==> src/rtl/jpeg_ac_rle_encoder_if.sv <==
// Coefficient-in / symbol-out stream bundle for the JPEG zero-run-length stage.
// The producer side (quantiser feed plus Huffman-side ready) uses master; the encoder uses slave.
interface jpeg_ac_rle_encoder_if #(
    parameter int unsigned COEF_W = 12
);
    logic                     in_valid;
    logic                     in_ready;
    logic signed [COEF_W-1:0] in_coef;
    logic                     out_valid;
    logic                     out_ready;
    logic [3:0]               out_run;
    logic [3:0]               out_size;
    logic [COEF_W-1:0]        out_amp;
    logic                     out_dc;
    logic                     out_eob;

    modport master (
        output in_valid, in_coef, out_ready,
        input  in_ready, out_valid, out_run, out_size, out_amp, out_dc, out_eob
    );

    modport slave (
        input  in_valid, in_coef, out_ready,
        output in_ready, out_valid, out_run, out_size, out_amp, out_dc, out_eob
    );
endinterface

==> src/rtl/jpeg_ac_rle_encoder.sv <==
// JPEG zero-run-length symbol stage: turns a zig-zag coefficient stream (BLK_LEN per block)
// into (RUN, SIZE, AMP) symbols, with DC tagging, ZRL (15/0) and EOB (0/0) insertion.
module jpeg_ac_rle_encoder #(
    parameter int unsigned COEF_W  = 12,
    parameter int unsigned BLK_LEN = 64
) (
    input logic                  clk,
    input logic                  rst_n,
    jpeg_ac_rle_encoder_if.slave bus
);
    localparam int unsigned      IDX_W    = $clog2(BLK_LEN);
    localparam logic [IDX_W-1:0] LAST_IDX = IDX_W'(BLK_LEN - 1);
    localparam logic [IDX_W-1:0] RUN_MAX  = IDX_W'(16);

    typedef enum logic [1:0] {StAccept, StZrl, StEmit} state_e;

    state_e            state_q;
    logic [IDX_W-1:0]  idx_q;
    logic [IDX_W-1:0]  zrun_q;
    logic              ready_en_q;
    logic              valid_q;
    logic              dc_q;
    logic              eob_q;
    logic [3:0]        run_q;
    logic [3:0]        size_q;
    logic [COEF_W-1:0] amp_q;
    logic [3:0]        lat_size_q;
    logic [COEF_W-1:0] lat_amp_q;

    logic              slot_free;
    logic              xfer;
    logic              coef_zero;
    logic [COEF_W-1:0] coef_mag;
    logic [COEF_W-1:0] amp_mask;
    logic [COEF_W-1:0] coef_amp;
    logic [3:0]        coef_size;
    logic [IDX_W-1:0]  zrun_left;

    // Output slot can take a new symbol when empty or being drained this cycle.
    assign slot_free    = !valid_q || bus.out_ready;
    // ready_en_q keeps in_ready low while reset is asserted.
    assign bus.in_ready = ready_en_q && (state_q == StAccept) && slot_free;
    assign xfer         = bus.in_valid && bus.in_ready;
    assign coef_zero    = (bus.in_coef == '0);
    assign zrun_left    = zrun_q - RUN_MAX;

    assign bus.out_valid = valid_q;
    assign bus.out_run   = run_q;
    assign bus.out_size  = size_q;
    assign bus.out_amp   = amp_q;
    assign bus.out_dc    = dc_q;
    assign bus.out_eob   = eob_q;

    // Magnitude category and JPEG amplitude bits of the incoming coefficient.
    always_comb begin
        coef_mag  = bus.in_coef[COEF_W-1] ? (~bus.in_coef + COEF_W'(1)) : bus.in_coef;
        coef_size = '0;
        amp_mask  = '0;
        for (int i = 0; i < COEF_W; i++) begin
            if (coef_mag[i]) coef_size = 4'(i + 1);
        end
        for (int i = 0; i < COEF_W; i++) begin
            amp_mask[i] = (i < int'(coef_size));
        end
        // Negative values use one's-complement form (coef - 1) clipped to SIZE bits.
        coef_amp = bus.in_coef[COEF_W-1] ? ((bus.in_coef - COEF_W'(1)) & amp_mask)
                                         : bus.in_coef;
    end

    // Control FSM, block index / zero-run counters and the registered output slot.
    always_ff @(posedge clk or negedge rst_n) begin
        if (!rst_n) begin
            state_q    <= StAccept;
            idx_q      <= '0;
            zrun_q     <= '0;
            ready_en_q <= 1'b0;
            valid_q    <= 1'b0;
            run_q      <= '0;
            size_q     <= '0;
            amp_q      <= '0;
            dc_q       <= 1'b0;
            eob_q      <= 1'b0;
            lat_size_q <= '0;
            lat_amp_q  <= '0;
        end else begin
            ready_en_q <= 1'b1;
            // Drained slot goes empty unless a new symbol is loaded below.
            if (valid_q && bus.out_ready) valid_q <= 1'b0;
            unique case (state_q)
                StAccept: begin
                    if (xfer) begin
                        idx_q <= (idx_q == LAST_IDX) ? '0 : idx_q + IDX_W'(1);
                        if (idx_q == '0) begin
                            valid_q <= 1'b1;
                            run_q   <= '0;
                            size_q  <= coef_size;
                            amp_q   <= coef_amp;
                            dc_q    <= 1'b1;
                            eob_q   <= 1'b0;
                            zrun_q  <= '0;
                        end else if (coef_zero) begin
                            if (idx_q == LAST_IDX) begin
                                // Trailing zeros collapse into EOB; pending ZRLs dropped.
                                valid_q <= 1'b1;
                                run_q   <= '0;
                                size_q  <= '0;
                                amp_q   <= '0;
                                dc_q    <= 1'b0;
                                eob_q   <= 1'b1;
                                zrun_q  <= '0;
                            end else begin
                                zrun_q <= zrun_q + IDX_W'(1);
                            end
                        end else if (zrun_q < RUN_MAX) begin
                            valid_q <= 1'b1;
                            run_q   <= zrun_q[3:0];
                            size_q  <= coef_size;
                            amp_q   <= coef_amp;
                            dc_q    <= 1'b0;
                            eob_q   <= 1'b0;
                            zrun_q  <= '0;
                        end else begin
                            // Run too long: park the symbol and emit ZRLs first.
                            lat_size_q <= coef_size;
                            lat_amp_q  <= coef_amp;
                            valid_q    <= 1'b1;
                            run_q      <= 4'd15;
                            size_q     <= '0;
                            amp_q      <= '0;
                            dc_q       <= 1'b0;
                            eob_q      <= 1'b0;
                            zrun_q     <= zrun_left;
                            state_q    <= (zrun_left >= RUN_MAX) ? StZrl : StEmit;
                        end
                    end
                end
                StZrl: begin
                    if (slot_free) begin
                        valid_q <= 1'b1;
                        run_q   <= 4'd15;
                        size_q  <= '0;
                        amp_q   <= '0;
                        dc_q    <= 1'b0;
                        eob_q   <= 1'b0;
                        zrun_q  <= zrun_left;
                        state_q <= (zrun_left >= RUN_MAX) ? StZrl : StEmit;
                    end
                end
                StEmit: begin
                    if (slot_free) begin
                        valid_q <= 1'b1;
                        run_q   <= zrun_q[3:0];
                        size_q  <= lat_size_q;
                        amp_q   <= lat_amp_q;
                        dc_q    <= 1'b0;
                        eob_q   <= 1'b0;
                        zrun_q  <= '0;
                        state_q <= StAccept;
                    end
                end
                default: state_q <= StAccept;
            endcase
        end
    end
endmodule
==> src/flat_wrapper.sv <==
// flat-port wrapper written by rule: the top's interface ports become plain ports
module jpeg_ac_rle_encoder_flat 
#(
    parameter int unsigned COEF_W  = 12,
    parameter int unsigned BLK_LEN = 64
)
  (clk, rst_n, bus_in_valid, bus_in_coef, bus_out_ready, bus_in_ready, bus_out_valid, bus_out_run, bus_out_size, bus_out_amp, bus_out_dc, bus_out_eob);
  jpeg_ac_rle_encoder_if #(.COEF_W(COEF_W)) bus_i ();
  input logic clk;
  input logic rst_n;
  input wire logic [$bits(bus_i.in_valid)-1:0] bus_in_valid;
  input wire logic [$bits(bus_i.in_coef)-1:0] bus_in_coef;
  input wire logic [$bits(bus_i.out_ready)-1:0] bus_out_ready;
  output wire logic [$bits(bus_i.in_ready)-1:0] bus_in_ready;
  output wire logic [$bits(bus_i.out_valid)-1:0] bus_out_valid;
  output wire logic [$bits(bus_i.out_run)-1:0] bus_out_run;
  output wire logic [$bits(bus_i.out_size)-1:0] bus_out_size;
  output wire logic [$bits(bus_i.out_amp)-1:0] bus_out_amp;
  output wire logic [$bits(bus_i.out_dc)-1:0] bus_out_dc;
  output wire logic [$bits(bus_i.out_eob)-1:0] bus_out_eob;
  assign bus_i.in_valid = bus_in_valid;
  assign bus_i.in_coef = bus_in_coef;
  assign bus_i.out_ready = bus_out_ready;
  assign bus_in_ready = bus_i.in_ready;
  assign bus_out_valid = bus_i.out_valid;
  assign bus_out_run = bus_i.out_run;
  assign bus_out_size = bus_i.out_size;
  assign bus_out_amp = bus_i.out_amp;
  assign bus_out_dc = bus_i.out_dc;
  assign bus_out_eob = bus_i.out_eob;
  jpeg_ac_rle_encoder #(.COEF_W(COEF_W), .BLK_LEN(BLK_LEN)) u_core (.clk(clk), .rst_n(rst_n), .bus(bus_i));
endmodule
==> config.mk <==
export PLATFORM = sky130hd
export DESIGN_NAME = jpeg_ac_rle_encoder_flat
export DESIGN_NICKNAME = d
export VERILOG_FILES = /design/src/rtl/jpeg_ac_rle_encoder_if.sv /design/src/rtl/jpeg_ac_rle_encoder.sv /design/src/flat_wrapper.sv
export SDC_FILE = /design/constraint.sdc
export NUM_CORES = 1
export LEC_CHECK = 0
export CELL_PAD_IN_SITES_DETAIL_PLACEMENT = 0
export CELL_PAD_IN_SITES_GLOBAL_PLACEMENT = 2
export CORE_MARGIN = 10
export CORE_UTILIZATION = 25
export DETAILED_ROUTE_END_ITERATION = 8
export GPL_TIMING_DRIVEN = 0
export HOLD_SLACK_MARGIN = 0.05
export PLACE_DENSITY = 0.72
export SKIP_LAST_GASP = 1
export SYNTH_ARGS = -nofsm -noshare
export SYNTH_HDL_FRONTEND = slang
export SYNTH_SLANG_ARGS = --single-unit
==> constraint.sdc <==
create_clock -name clk -period 3.05 [get_ports clk]
set_input_delay 0.61 -clock clk [delete_from_list [all_inputs] [get_ports clk]]
set_output_delay 0.61 -clock clk [all_outputs]
set_load 0.05 [all_outputs]
# ---- Yosys cells after proc, flatten, opt, wreduce, memory -nomap -nowiden
# Index checks and enable logic that the tools add are counted.
dict set report word_totals {
  ramBits 0
  latchBits 0
  regBits 54
  n_memories 0
  in_bits 16
  elab_cells 137
  mem_bits_ro 0
}
dict set report op_classes {
  reduce_logical 18
  n_lt_le_gt_ge 14
  multipliers 0
  bitwise_logic 5
  n_mux 72
  add_sub_neg 5
  shifts 0
  n_eq_ne 11
  n_div 0
}
# operator count
set ops {}
lappend ops {{two-way mux 12 bit} 9}
lappend ops {{two-way mux 4 bit} 24}
lappend ops {{two-way mux 6 bit} 8}
lappend ops {{one-hot mux 12 bit (3 select lines)} 1}
lappend ops {{one-hot mux 4 bit (3 select lines)} 2}
lappend ops {{one-hot mux 6 bit (3 select lines)} 1}
lappend ops {{< comparator 3 x 4 -> 1 bit (first input constant)} 4}
lappend ops {{< comparator 4 bit (first input constant)} 4}
lappend ops {{two-way mux 1 bit} 16}
lappend ops {{two-way mux 2 bit} 7}
lappend ops {{adder 12 x 2 -> 12 bit (second input constant)} 1}
lappend ops {{adder 6 x 1 -> 6 bit (second input constant)} 2}
lappend ops {{bitwise AND 12 bit} 1}
lappend ops {{zero test 12 bit} 1}
lappend ops {{NOT 12 bit} 1}
lappend ops {{subtractor 12 x 1 -> 12 bit (second input constant)} 1}
lappend ops {{AND reduction 5 bit} 2}
lappend ops {{< comparator 1 x 4 -> 1 bit (first input constant)} 2}
lappend ops {{< comparator 2 x 4 -> 1 bit (first input constant)} 2}
lappend ops {{!= test 2 x 1 -> 1 bit (second input constant)} 4}
lappend ops {{AND reduction 4 bit} 2}
lappend ops {{equality test 6 bit (second input constant)} 1}
lappend ops {{>= comparator 6 x 5 -> 1 bit (second input constant)} 1}
lappend ops {{zero test 6 bit} 1}
lappend ops {{18 further kinds} 27}

# ---- Longest topological paths before layout
# Gate-level depths: netlist (run 1).
dict set report logic_depth {
  ltp_word 23
  mapped_depth 12
  mapped_depth_nobuf 10
}

# ---- Worst setup path before layout (run 1)
# Ideal clock, no wire load.
dict set report synth_timing {
  kind {input to register}
  start {in bus_in_coef[0]}
  end {reg u_core.amp_q[6], in the netlist u_core.bus.out_amp[6]}
  t_arrival_ns 2.719
  path_stages 10
  setup_ns 0.124
  path_slack_ns 0.206
  n_path_buf 0
  t_required_ns 2.926
  path_cell_list {inv_1 > ha_1 > or3b_2 > o41ai_2 > nand3_1 > and2_4 > a2111oi_4 > a2111oi_1 > a211oi_1 > nor2_1}
}
dict set report synth_via {
  elab_chain_len 23
}
# element line_no
set synth_lines {}
lappend synth_lines {{start, declared} flat_wrapper.sv:12} ;# input wire logic [$bits(bus_i.in_coef)-1:0] bus_in_coef;
lappend synth_lines {{NOT 12 bit} jpeg_ac_rle_encoder.sv:56} ;# coef_mag = bus.in_coef[COEF_W-1] ? (~bus.in_coef + COEF_W'(1)) : bus.in_coef;
lappend synth_lines {{adder 12 x 2 -> 12 bit} jpeg_ac_rle_encoder.sv:56}
lappend synth_lines {{two-way mux 12 bit} jpeg_ac_rle_encoder.sv:56}
lappend synth_lines {{two-way mux 1 bit} jpeg_ac_rle_encoder.sv:60} ;# if (coef_mag[i]) coef_size = 4'(i + 1);
lappend synth_lines {{two-way mux 4 bit (11 in a row)} jpeg_ac_rle_encoder.sv:60}
lappend synth_lines {{< comparator 3 x 4 -> 1 bit} jpeg_ac_rle_encoder.sv:63} ;# amp_mask[i] = (i < int'(coef_size));
lappend synth_lines {{bitwise AND 12 bit} jpeg_ac_rle_encoder.sv:66} ;# coef_amp = bus.in_coef[COEF_W-1] ? ((bus.in_coef - COEF_W'(1)) & amp_mask)
lappend synth_lines {{two-way mux 12 bit} jpeg_ac_rle_encoder.sv:66}
lappend synth_lines {{two-way mux 12 bit} jpeg_ac_rle_encoder.sv:114} ;# end else if (zrun_q < RUN_MAX) begin
lappend synth_lines {{two-way mux 12 bit} jpeg_ac_rle_encoder.sv:101} ;# end else if (coef_zero) begin
lappend synth_lines {{two-way mux 12 bit} jpeg_ac_rle_encoder.sv:93} ;# if (idx_q == '0) begin
lappend synth_lines {{two-way mux 12 bit} jpeg_ac_rle_encoder.sv:91} ;# if (xfer) begin
lappend synth_lines {{one-hot mux 12 bit (3 select lines)} jpeg_ac_rle_encoder.sv:89} ;# unique case (state_q)
lappend synth_lines {{end signal, assigned} jpeg_ac_rle_encoder.sv:97} ;# amp_q <= coef_amp;
lappend synth_lines {{end signal, assigned} jpeg_ac_rle_encoder.sv:118} ;# amp_q <= coef_amp;
lappend synth_lines {{end signal, assigned} jpeg_ac_rle_encoder.sv:154} ;# amp_q <= lat_amp_q;
lappend synth_lines {{end, declared} jpeg_ac_rle_encoder.sv:26} ;# logic [COEF_W-1:0] amp_q;
# Parallel ways exist; a longest one is shown, timed or not. The select of a mux whose other input is x is not followed.
# A chain may end at the register's enable or synchronous reset.

# ---- Worst setup path after layout (run 1)
dict set report layout_timing {
  start {in bus_out_ready}
  end {reg u_core.size_q[3], in the netlist u_core.bus.out_size[3]}
}
dict set report layout_via {
  elab_chain_len 5
}
# element line_no
set layout_lines {}
lappend layout_lines {{start, declared} flat_wrapper.sv:13} ;# input wire logic [$bits(bus_i.out_ready)-1:0] bus_out_ready;
lappend layout_lines {{logical OR 1 bit *} jpeg_ac_rle_encoder.sv:40} ;# assign slot_free = !valid_q || bus.out_ready;
lappend layout_lines {{logical AND 1 bit} jpeg_ac_rle_encoder.sv:42} ;# assign bus.in_ready = ready_en_q && (state_q == StAccept) && slot_free;
lappend layout_lines {{logical AND 1 bit} jpeg_ac_rle_encoder.sv:43} ;# assign xfer = bus.in_valid && bus.in_ready;
lappend layout_lines {{!= test 2 x 1 -> 1 bit (no source line)} -}
lappend layout_lines {{AND reduction 5 bit (no source line) *} -}
lappend layout_lines {{end signal, assigned} jpeg_ac_rle_encoder.sv:96} ;# size_q <= coef_size;
lappend layout_lines {{end signal, assigned} jpeg_ac_rle_encoder.sv:117} ;# size_q <= coef_size;
lappend layout_lines {{end signal, assigned} jpeg_ac_rle_encoder.sv:153} ;# size_q <= lat_size_q;
lappend layout_lines {{end, declared} jpeg_ac_rle_encoder.sv:25} ;# logic [3:0] size_q;
# Every way passes the cells marked *; elsewhere a longest branch is shown, timed or not.

==> results of run 1 <==
what timing repair did:
action | CTS | global route
buffers inserted | 6 | 5
endpoints found under the setup margin | 46 | 38
gates cloned | 0 | 1
pin swaps | 6 | 10
hold endpoints to repair | 0 | 0
resized for setup | 38 | 28
hold buffers | 0 | 0
cells in the mapped netlist, types with 4 or more instances:
master                     count
sky130_fd_sc_hd__a21o_1        8
sky130_fd_sc_hd__a21oi_1      29
sky130_fd_sc_hd__a221oi_1      4
sky130_fd_sc_hd__a31oi_1       7
sky130_fd_sc_hd__and2_1        4
sky130_fd_sc_hd__and3_1        8
sky130_fd_sc_hd__buf_2         6
sky130_fd_sc_hd__clkbuf_1     19
sky130_fd_sc_hd__dfrtp_1      54
sky130_fd_sc_hd__ha_1         13
sky130_fd_sc_hd__inv_1        18
sky130_fd_sc_hd__nand2_1      54
sky130_fd_sc_hd__nand2b_1      4
sky130_fd_sc_hd__nand3_1      24
sky130_fd_sc_hd__nand4_1       5
sky130_fd_sc_hd__nor2_1       44
sky130_fd_sc_hd__nor3_1       12
sky130_fd_sc_hd__o211ai_1      4
sky130_fd_sc_hd__o21ai_0      22
sky130_fd_sc_hd__o21ai_1      17
sky130_fd_sc_hd__o22ai_1       5
sky130_fd_sc_hd__o31ai_1       7
sky130_fd_sc_hd__or3_1        10
sky130_fd_sc_hd__xnor2_1       8
worst paths after layout:
path,cells after the start,end,startpoint,slack [ns]
max,10,u_core.bus.out_size[3]$_DFFE_PN0P_,bus_out_ready,0.16
min,1,u_core.bus.out_run[2]$_DFFE_PN0P_,rst_n,0.32
max reg2reg,10,u_core.bus.out_size[3]$_DFFE_PN0P_,u_core.idx_q[0]$_DFFE_PN0P_,0.37
min reg2reg,1,u_core.lat_amp_q[6]$_DFFE_PN0P_,u_core.lat_amp_q[6]$_DFFE_PN0P_,0.48
max in group asynchronous,2,u_core.bus.out_size[0]$_DFFE_PN0P_,rst_n,2.15
min in group clk,1,u_core.lat_amp_q[6]$_DFFE_PN0P_,u_core.lat_amp_q[6]$_DFFE_PN0P_,0.48
kinds of logic (layout without fill, tap and decap cells):
group                    count (synthesis)  in the layout  synth area share (%)
AND/OR/NAND/NOR                        190            190                  26.0
flip-flops                              54             54                  36.3
XOR/XNOR                                 9              9                  2.12
adder cells (fa/ha/maj)                 13             13                  4.37
other                                    1              1                 0.101
AO/OA/AOI/OAI                          134            134                  25.1
multiplexers                             3              3                 0.874
buffers and inverters                   46             99                  5.14
critical path: stages:
cell	delay, ns
sky130_fd_sc_hd__clkdlybuf4s50_1	0.44
sky130_fd_sc_hd__nand2b_1	0.09
sky130_fd_sc_hd__clkbuf_1	0.27
sky130_fd_sc_hd__and4_2	0.39
sky130_fd_sc_hd__o31ai_2	0.11
sky130_fd_sc_hd__and2_1	0.21
sky130_fd_sc_hd__or3_1	0.36
sky130_fd_sc_hd__clkbuf_4	0.21
sky130_fd_sc_hd__a221oi_1	0.31
sky130_fd_sc_hd__nor2_1	0.07
metal layers:
metal | global-route usage (%) | part of all wire, % | up-vias | routed length, um
met5 | 0 | 0 | - | 0
met4 | 2.53 | 0.97 | 0 | 110
met3 | 1.90 | 3.7 | 9 | 421
met2 | 17.8 | 46 | 72 | 5290
met1 | 15.1 | 49 | 1704 | 5580
li1 | - | - | 1732 | -
per-stage QoR:
stage | setup WS, ns | hold slack, ns | util, %
after floorplan | 0.206 | 0.314 | -
after CTS | 0.00457 | 0.355 | 32.1
after global routing | -0.0189 | 0.374 | 33.0
after global placement | -0.988 | 0.459 | 29.5
final | 0.161 | 0.325 | 33.0
after detailed placement | -1.03 | 0.465 | 29.6
state kept, by name, summed over array words and instances (netlist names):
| name | count |
|---|---|
| u_core.state_q | 2 |
| u_core.bus.out_amp | 12 |
| u_core.bus.out_valid | 1 |
| u_core.zrun_q | 6 |
| u_core.lat_size_q | 4 |
| u_core.idx_q | 6 |
| u_core.bus.out_size | 4 |
| u_core.lat_amp_q | 12 |
| u_core.bus.out_dc | 1 |
| u_core.bus.out_run | 4 |
| u_core.bus.out_eob | 1 |
| u_core.ready_en_q | 1 |
area by class of cell:
type / count / area, um2 / share of cell area [%]
Clock buffer: 6 / 139 / 2.89
Inverter: 18 / 67.6 / 1.41
Clock inverter: 2 / 60.1 / 1.25
Timing Repair Buffer: 48 / 463 / 9.63
Multi-Input combinational cell: 350 / 2350 / 48.9
Sequential cell: 54 / 1350 / 28.1
Tap cell: 184 / 230 / 4.79
Buffer: 25 / 146 / 3.04
cells in the final DEF, fill, tap and decap left out, drive strengths merged, types with 4 or more instances in the layout:
| master | n |
|---|---|
| buf | 22 |
| inv | 18 |
| clkbuf | 27 |
| nor3 | 14 |
| o22ai | 5 |
| clkdlybuf4s50 | 26 |
| nor4 | 5 |
| and3 | 8 |
| ha | 13 |
| nor2 | 45 |
| a21o | 8 |
| dlymetal6s2s | 4 |
| a221oi | 4 |
| or4 | 4 |
| or3 | 10 |
| o31ai | 7 |
| xnor2 | 8 |
| dfrtp | 54 |
| nand4 | 5 |
| o21ai | 39 |
| a31oi | 7 |
| a21oi | 29 |
| nand3 | 24 |
| o211ai | 4 |
| a2111oi | 4 |
| nand2 | 54 |
| nand2b | 4 |
| and2 | 5 |
power by group through the flow:
| stage | logic, mW | clock network (mW) | registers, mW |
|---|---|---|---|
| final | 2.26 | 0.754 | 1.19 |
| after global routing | 2.52 | 0.801 | 1.22 |
| after CTS | 2.26 | 0.780 | 1.19 |
| after detailed placement | 2.20 | 0 | 1.20 |
| after global placement | 2.17 | 0 | 1.19 |
| after floorplan | 1.11 | 0 | 1.57 |
==> impl_summary.txt, run 1 <==
----------------------------------------------------
[Route]
  Detail-routed net length per standard cell ... about 17 um
  Final routed wirelength across all metal layers ... between 10000 and 15000 um
  DRC errors left ... 0
  DRT antenna net count ... 0
  TritonRoute pass-1 iters ... 4
  Post-detailed-route via-to-cell ratio ... 5.12
  Initial drt markers ... 217
  Via count ... 3517

[Synthesis]
  Post-synth cell types ... 70
  Biggest area contributors in the synthesized netlist ... sky130_fd_sc_hd__dfrtp_1 36%, sky130_fd_sc_hd__nand2_1 5.4%, sky130_fd_sc_hd__nor2_1 4.4%
  Flip-flop and latch count after synthesis ... 54
  Share of the yosys chip area belonging to registers ... 36.3%
  Gate count after technology mapping ... 450
  Net Count, Synth ... 479
  Post-Synthesis Cell Area ... ~3700 um2
  Top_reg_cell synth ... sky130_fd_sc_hd__dfrtp_1
  Syn avg cell area ... 8.27 um2
  Synth async-reset ratio ... 100%
  Area leader, netlist ... sky130_fd_sc_hd__dfrtp_1
  Yosys warning count ... 0
  Number of flops mapped to enable cells by yosys ... 0
  Area share of the largest cell type after synthesis ... 36.3%

[Die]
  Row Count ... 44
  Overall die height ... 142 um
  Count of boundary I/O pins ... 40
  Initial Util ... ~26%
  Full die area ... around 20000 um2
  Floorplan die width ... 142 um
  Core area ... about 15000 um2

[Power and ir drop]
  Part of the power in combinational logic ... 53.8%
  Switching Power ... 1.93 mW
  Switching part of the total ... 45.9%
  Leakage power ... 2.02 nW
  Overall power after layout ... approximately 4.2 mW
  P per Cell Area ... 874 nW/um2
  Internal Power ... 2.27 mW
  Clock power frac ... 17.9%
  Worst IR drop on VDD ... 0.000334 V
  Power share of the sequential group ... about 28%

[Global route]
  Largest net degree at the start of global routing ... 30
  Via count of the first global-routing pass ... 3545
  Number of antenna violations at the first check in global routing ... 0
  All-Layer GR Usage ... 11.1%
  Remaining Overflow, GRT ... 0
  Global-route wire length before repair ... approximately 19000 um

[Layout]
  Antenna cells ... 0
  Layout cell share with drive strength beyond 1 ... 17.1%
  Final #Nets ... 531
  Number of non-filler instances in the completed layout ... 687
  Post-route cell area ... 4810 um2
  Filler cells ... 1530
  Synth-to-layout area growth ... 29.1%

[Worst setup path]
  Startpoint type of the worst setup path ... input pin
  Worst endpoint required time ... 3.23 ns
  Critical path class ... input pin to register
  Data arrival time of the worst path ... 3.07 ns
  Crit Path Max Fanout ... 10
  Crit path capture type ... register

[Clock tree]
  Clock latency at the later pin of the worst-skew pair ... 0.29 ns
  H-tree depth ... 2
  TritonCTS clock tree ... done
  Inserted Clock Buffers ... 5
  Clock root buffer ... sky130_fd_sc_hd__clkbuf_16
  Total clock sinks ... between 50 and 60
  Register clock-pin slew on the reported worst setup and hold paths ... 0.07 ns
  CTS Buffer Depth ... 2

[Placement]
  DPL Wire Length ... 8520 um
  Quantity of I/O buffers inserted on ports ... 35
  Final weighted congestion of routability-driven global placement ... 0.785
  Number of placed instances with taps included ... between 600 and 700
  DP Area ... 4320 um2

[Timing]
  Skew final ... ~0.0071 ns
  Number of endpoints failing setup at the final stage ... 0
  Setup repair after global routing missed its margin ... yes
  Worst slew pin tran ... 0.686 ns
  Worst-case headroom to the max-slew limit ... 53.9%
  Setup_tns ... 0 ns
  Final Hold Viols ... 0
  Fin crit share ... a little over nine tenths
  Minimum clock period after layout ... 2.89 ns
  Number of pins exceeding their max-slew limit in the final report ... 0
  Maximum achievable frequency ... 346 MHz

[Outcome]
  Run status ... complete, no violations

[Job]
  Max-capacitance violation count ... 0

[Worst hold path]
  Hold crit path type ... input pin to async pin

----------------------------------------------------
(Power assumes the default switching activity.)
==> run 2: changes to the inputs <==
Settings changed: CTS_BUF_LIST set to sky130_fd_sc_hd__clkbuf_16.
==> run 2 against run 1 <==
Net effect:
- clock skew about the same
- sequential share of layout area up 0.059 points
- core utilization down 0.069 points
- via count down 0.43%
- setup slack worse by 0.0012 ns
- critical path depth unchanged
- critical endpoint unchanged
- largest cell class unchanged
==> impl_summary.txt, run 2 (synthesis results as in run 1) <==
----------------------------------------------------
[Outcome]
  Run status ... complete, no violations

[Route]
  Met2 routed WL ... 5260 um
  Post-detailed-route via-to-cell ratio ... 5.10
  DRT antenna net count ... 0
  Final routed wirelength across all metal layers ... about 11000 um
  Detail-routed net length per standard cell ... 16.6 um
  Routed met1 length ... between 5000 and 6000 um
  Initial drt markers ... 214
  Met3 layer wire length in the routed design ... 490 um
  Via count ... 3502
  DRC errors left ... 0
  TritonRoute pass-1 iters ... 4
  Uppermost layer routed ... met4

[Power and ir drop]
  Switching part of the total ... 46.2%
  Internal Power ... 2.25 mW
  Worst IR drop on VDD ... approximately 0.00034 V
  Switching Power ... 1.93 mW
  Clock power frac ... 17.5%
  Power share of the sequential group ... 28.4%
  Leakage power ... 2.01 nW
  P per Cell Area ... 870 nW/um2
  Part of the power in combinational logic ... between 50 and 60%

[Timing]
  Number of endpoints failing setup at the final stage ... 0
  Number of pins exceeding their max-slew limit in the final report ... 0
  Setup repair after global routing missed its margin ... yes
  Final Hold Viols ... 0
  Maximum achievable frequency ... about 350 MHz
  PnR worst setup slack ... 0.159 ns
  Skew final ... between 0.006 and 0.007 ns
  Setup_tns ... 0 ns
  Fin crit share ... ~95%
  Minimum clock period after layout ... 2.89 ns
  Worst-case headroom to the max-slew limit ... 53.0%
  Worst slew pin tran ... between 0.6 and 0.7 ns

[Layout]
  Post-route cell area ... around 4800 um2
  Area of the multi-input gates ... 2350 um2
  Commonest cells after routing, fill and taps aside ... 54 x sky130_fd_sc_hd__nand2_1, 54 x sky130_fd_sc_hd__dfrtp_1, 43 x sky130_fd_sc_hd__nor2_1
  Antenna cells ... 0
  Filler cells ... roughly 1.5k
  Share of the core filled with cells in the final layout ... 32.9%
  Final #Nets ... between 500 and 600
  Layout cell share with drive strength beyond 1 ... 16.9%
  Combined flip-flop and latch cell area ... 1350 um2
  Synth-to-layout area growth ... 28.9%
  Number of non-filler instances in the completed layout ... 687

[Clock tree]
  Clock root buffer ... sky130_fd_sc_hd__clkbuf_16
  Inserted Clock Buffers ... 5
  TritonCTS clock tree ... done
  Clock latency at the later pin of the worst-skew pair ... between 0.2 and 0.3 ns
  Register clock-pin slew on the reported worst setup and hold paths ... 0.07 ns
  Total clock sinks ... 54
  Post-cts hold buffer count ... 0
  H-tree depth ... 2
  CTS Buffer Depth ... 2

[Placement]
  Minimum setup slack after placement ... -1.03 ns
  Number of placed instances with taps included ... 670
  DP Area ... about 4300 um2
  Quantity of I/O buffers inserted on ports ... 35
  DPL Wire Length ... approximately 8500 um
  Final weighted congestion of routability-driven global placement ... 0.785

[Worst setup path]
  Startpoint type of the worst setup path ... input pin
  Critical path class ... input pin to register
  Stages on worst setup path ... 10
  Register-to-Register Path Depth ... 10
  Cell-by-cell trace of the critical path ... clkdlybuf4s50_1 > nand2b_1 > clkbuf_1 > and4_2 > o31ai_2 > and2_1 > or3_1 > clkbuf_4 > a221oi_1 > nor2_1
  Crit Path Max Fanout ... 10
  Reg2reg setup slack ... 0.36 ns
  Reg-to-reg critical path endpoint ... u_core.bus.out_size[3]$_DFFE_PN0P_
  Reg2reg start ... u_core.idx_q[0]$_DFFE_PN0P_
  Top cell family by delay on the critical path ... simple AND/OR/NAND/NOR gates
  Data arrival time of the worst path ... roughly 3 ns
  Number of buffers and inverters on the critical path ... 3
  Crit path capture type ... register
  Worst endpoint required time ... 3.23 ns
  Critical Path Max Stage Delay ... ~0.44 ns
  Library cell contributing the largest single delay on the critical path ... sky130_fd_sc_hd__clkdlybuf4s50_1

[Die]
  Full die area ... approximately 20000 um2
  Count of boundary I/O pins ... 40
  Row Count ... 44
  Initial Util ... 25.5%
  Overall die height ... ~140 um
  Floorplan die width ... 142 um
  Core area ... roughly 15000 um2

[Global route]
  Via count of the first global-routing pass ... 3545
  Global-route wire length before repair ... between 15000 and 20000 um
  All-Layer GR Usage ... 11.1%
  Largest net degree at the start of global routing ... 30
  Remaining Overflow, GRT ... 0
  Number of antenna violations at the first check in global routing ... 0

[Job]
  Max-capacitance violation count ... 0

[Worst hold path]
  Hold crit path type ... input pin to async pin

----------------------------------------------------
-- run 2: changes by cell type in the layout (fill, tap and decap cells not counted), sizes merged --
cell | previous run | this run
clkinv | 0 | 1
clkbuf | 27 | 26
-- run 2: repair_timing --
item,in CTS,in global routing
endpoints found under the setup margin,46,38
cloned,0,1
gates resized for setup,38,28
hold endpoints to repair,0,0
setup buffers,6,5
pin swaps,6,10
-- run 2: power groups by stage --
stage / clock network (mW) / logic (mW) / registers, mW
floorplan: 0 / 1.11 / 1.57
global placement: 0 / 2.17 / 1.19
detailed placement: 0 / 2.20 / 1.20
CTS: 0.754 / 2.26 / 1.19
global route: 0.775 / 2.52 / 1.22
finish: 0.729 / 2.26 / 1.19
-- run 2: routing by layer --
metal / vias up / global-route usage [%]
li1: 1733 / -
met5: - / 0
met2: 72 / 17.8
met1: 1688 / 15.1
met4: 0 / 2.53
met3: 9 / 1.90
-- run 2: how the worst max path moves through the flow --
stage / startpoint / endpoint / slack, ns
finish: bus_out_ready / u_core.bus.out_size[3]$_DFFE_PN0P_ / 0.16
global placement: bus_in_coef[0] / u_core.bus.out_amp[10]$_DFFE_PN0P_ / -0.99
CTS: bus_in_coef[6] / u_core.bus.out_amp[0]$_DFFE_PN0P_ / 0.005
global route: bus_in_coef[8] / u_core.bus.out_amp[10]$_DFFE_PN0P_ / -0.02
floorplan: bus_in_coef[0] / u_core.bus.out_amp[6]$_DFFE_PN0P_ / 0.21
detailed placement: bus_in_coef[0] / u_core.bus.out_amp[10]$_DFFE_PN0P_ / -1.03
-- run 2: through the flow --
| stage | total power, mW | hold WS [ns] |
|---|---|---|
| after global routing | 4.51 | 0.374 |
| after CTS | 4.20 | 0.355 |
| after detailed placement | 3.39 | 0.465 |
| final | 4.17 | 0.324 |
| after floorplan | 2.68 | 0.314 |
| after global placement | 3.36 | 0.459 |
-- run 2: worst register-to-register path: cells and delay by family, from the launching register on --
kind	cells	cell delay (ns)
fa+ha+maj	1	0.15
simple gates	5	1.25
buf+inv	2	0.30
compound gates	2	0.46
flops	1	0.41
-- run 2: final cells by class --
cell class / count / area share, %
buffer: 25 / 3.05
clock buffer: 5 / 2.61
clock inverter: 3 / 1.33
inverter: 18 / 1.41
multi-input combinational: 350 / 49.0
sequential: 54 / 28.2
tap: 184 / 4.80
timing repair buffer: 48 / 9.65
==> run 3: changes to the inputs <==
Clock period 3.05 ns to 3.25 ns, I/O delays scaled along.
==> run 3 against run 2 <==
Net effect:
- non-clock buffer count fell by 1
- register-to-register slack worse by 0.10 ns
- flip-flop and latch count unchanged
- global-route usage is 0.063 points lower
==> impl_summary.txt, run 3 (synthesis results as in run 1) <==
----------------------------------------------------
[Power and ir drop]
  Internal Power ... 2.10 mW
  Switching part of the total ... between 40% and 50%
  Worst IR drop on VDD ... roughly 0.00031 V
  Leakage power ... 1.95 nW
  Switching Power ... approximately 1.8 mW
  P per Cell Area ... 823 nW/um2
  Clock power frac ... 17.6%
  Power share of the sequential group ... about 28%
  Part of the power in combinational logic ... 53.9%

[Route]
  Post-detailed-route via-to-cell ratio ... 5.11
  Final routed wirelength across all metal layers ... approximately 11000 um
  Initial drt markers ... 217
  Via count ... ~3.5k
  DRC errors left ... 0
  Detail-routed net length per standard cell ... 16.4 um
  DRT antenna net count ... 0
  TritonRoute pass-1 iters ... 4

[Timing]
  Skew final ... approximately 0.0068 ns
  Maximum achievable frequency ... between 300 and 400 MHz
  Setup repair after global routing missed its margin ... yes
  Minimum clock period after layout ... 3.12 ns
  Worst slew pin tran ... approximately 1.1 ns
  Number of pins exceeding their max-slew limit in the final report ... 0
  Number of endpoints failing setup at the final stage ... 0
  PnR worst setup slack ... 0.127 ns
  Final Hold Viols ... 0
  Worst-case headroom to the max-slew limit ... a little over a quarter
  Fin crit share ... 96.1%
  Worst slack on hold paths ... ~0.37 ns

[Clock tree]
  H-tree depth ... 2
  Total clock sinks ... 54
  Clock latency at the later pin of the worst-skew pair ... 0.29 ns
  Register clock-pin slew on the reported worst setup and hold paths ... ~0.070 ns
  Clock root buffer ... sky130_fd_sc_hd__clkbuf_16
  CTS Buffer Depth ... 2
  Inserted Clock Buffers ... 5
  TritonCTS clock tree ... done

[Layout]
  Synth-to-layout area growth ... 27.2%
  Commonest cells after routing, fill and taps aside ... 54 x sky130_fd_sc_hd__nand2_1, 54 x sky130_fd_sc_hd__dfrtp_1, 44 x sky130_fd_sc_hd__nor2_1
  Filler cells ... 1524
  Antenna cells ... 0
  Final #Nets ... between 500 and 600
  Number of non-filler instances in the completed layout ... 686
  Layout cell share with drive strength beyond 1 ... 14.3%
  Share of the core filled with cells in the final layout ... roughly 32%

[Global route]
  Global-route wire length before repair ... 18600 um
  Number of antenna violations at the first check in global routing ... 0
  All-Layer GR Usage ... approximately 11%
  Largest net degree at the start of global routing ... 30
  Via count of the first global-routing pass ... 3522
  Remaining Overflow, GRT ... 0

[Job]
  Max-capacitance violation count ... 0

[Die]
  Floorplan die width ... 142 um
  Count of boundary I/O pins ... 40
  Full die area ... 20200 um2
  Initial Util ... approximately a quarter
  Overall die height ... 142 um
  Row Count ... 44
  Core area ... around 15000 um2

[Placement]
  Quantity of I/O buffers inserted on ports ... 35
  DPL Wire Length ... 8520 um
  Minimum setup slack after placement ... -0.868 ns
  Final weighted congestion of routability-driven global placement ... 0.785
  Number of placed instances with taps included ... 670

[Worst hold path]
  Hold crit path type ... input pin to async pin

[Worst setup path]
  Reg-to-reg critical path endpoint ... u_core.bus.out_size[3]$_DFFE_PN0P_
  Crit Path Max Fanout ... 5
  Worst endpoint required time ... 3.43 ns
  Library cell contributing the largest single delay on the critical path ... sky130_fd_sc_hd__or4_4
  Top cell family by delay on the critical path ... compound AO/OA/AOI/OAI gates
  Critical path class ... input pin to register
  Register-to-Register Path Depth ... 10
  Crit path capture type ... register
  Worst Setup SP ... bus_in_coef[7]
  Number of buffers and inverters on the critical path ... 2
  Data arrival time of the worst path ... roughly 3.3 ns
  Startpoint type of the worst setup path ... input pin
  Reg2reg setup slack ... 0.26 ns
  Stages on worst setup path ... 10
  End point of the critical path ... u_core.bus.out_amp[5]$_DFFE_PN0P_
  Cell-by-cell trace of the critical path ... clkdlybuf4s50_1 > or4_4 > o41ai_2 > nand3_1 > and2_4 > a2111oi_4 > buf_4 > nor3_1 > a21oi_1 > o21ai_1
  Critical Path Max Stage Delay ... 0.57 ns
  Reg2reg start ... u_core.idx_q[0]$_DFFE_PN0P_

[Outcome]
  Run status ... complete, no violations

----------------------------------------------------
## run 3: cell types whose count changed in the layout (fill, tap and decap cells not counted), sizes merged
cell | before | now
clkbuf | 26 | 23
clkdlybuf4s50 | 26 | 30
dlygate4sd2 | 0 | 2
dlymetal6s2s | 4 | 2
buf | 22 | 20
## run 3: worst min path at each step
stage,start,slack (ns),to
3_3_place_gp,u_core.lat_amp_q[8]$_DFFE_PN0P_,0.46,u_core.lat_amp_q[8]$_DFFE_PN0P_
3_5_place_dp,u_core.lat_size_q[1]$_DFFE_PN0P_,0.46,u_core.lat_size_q[1]$_DFFE_PN0P_
5_1_grt,rst_n,0.41,u_core.bus.out_run[2]$_DFFE_PN0P_
4_1_cts,rst_n,0.40,u_core.bus.out_run[2]$_DFFE_PN0P_
6_report,rst_n,0.37,u_core.bus.out_run[2]$_DFFE_PN0P_
2_1_floorplan,rst_n,0.35,u_core.bus.out_amp[0]$_DFFE_PN0P_
## run 3: final cells by class
class	instances	area, um2	area share, %
clock inverters	3	63.8	1.35
multi-input cells	350	2320	48.9
well taps	184	230	4.86
repair buffers	46	443	9.35
plain buffers	26	140	2.96
inverters	18	67.6	1.43
clock buffers	5	125	2.64
flip-flops and latches	54	1350	28.5
## run 3: repair_timing
item | CTS | global route
setup endpoints to repair | 45 | 28
gates resized for setup | 29 | 15
pin swaps | 4 | 3
gates cloned | 0 | 0
setup buffers | 4 | 6
hold buffers | 0 | 0
## run 3: power groups by stage
stage / Sequential (mW) / Clock (mW) / Combinational, mW
after floorplan: 1.48 / 0 / 1.04
after CTS: 1.11 / 0.707 / 2.12
after global placement: 1.12 / 0 / 2.04
after global routing: 1.14 / 0.728 / 2.34
after detailed placement: 1.12 / 0 / 2.06
final: 1.11 / 0.685 / 2.10
## run 3: per-stage QoR
stage                     area (um2)  total power, mW  setup TNS, ns
after floorplan                 3720             2.52              0
after global placement          4300             3.15         -45.16
after detailed placement        4320             3.18         -33.82
after CTS                       4650             3.94              0
after global routing            4740             4.21        -0.0375
final                           4740             3.90              0
## run 3: routing by layer
metal | global-route usage (%) | wire length [um] | up-vias
met4 | 2.53 | 85 | 0
met2 | 17.6 | 5230 | 73
li1 | - | - | 1730
met5 | 0 | 0 | -
met1 | 15.1 | 5500 | 1698
met3 | 1.90 | 419 | 6
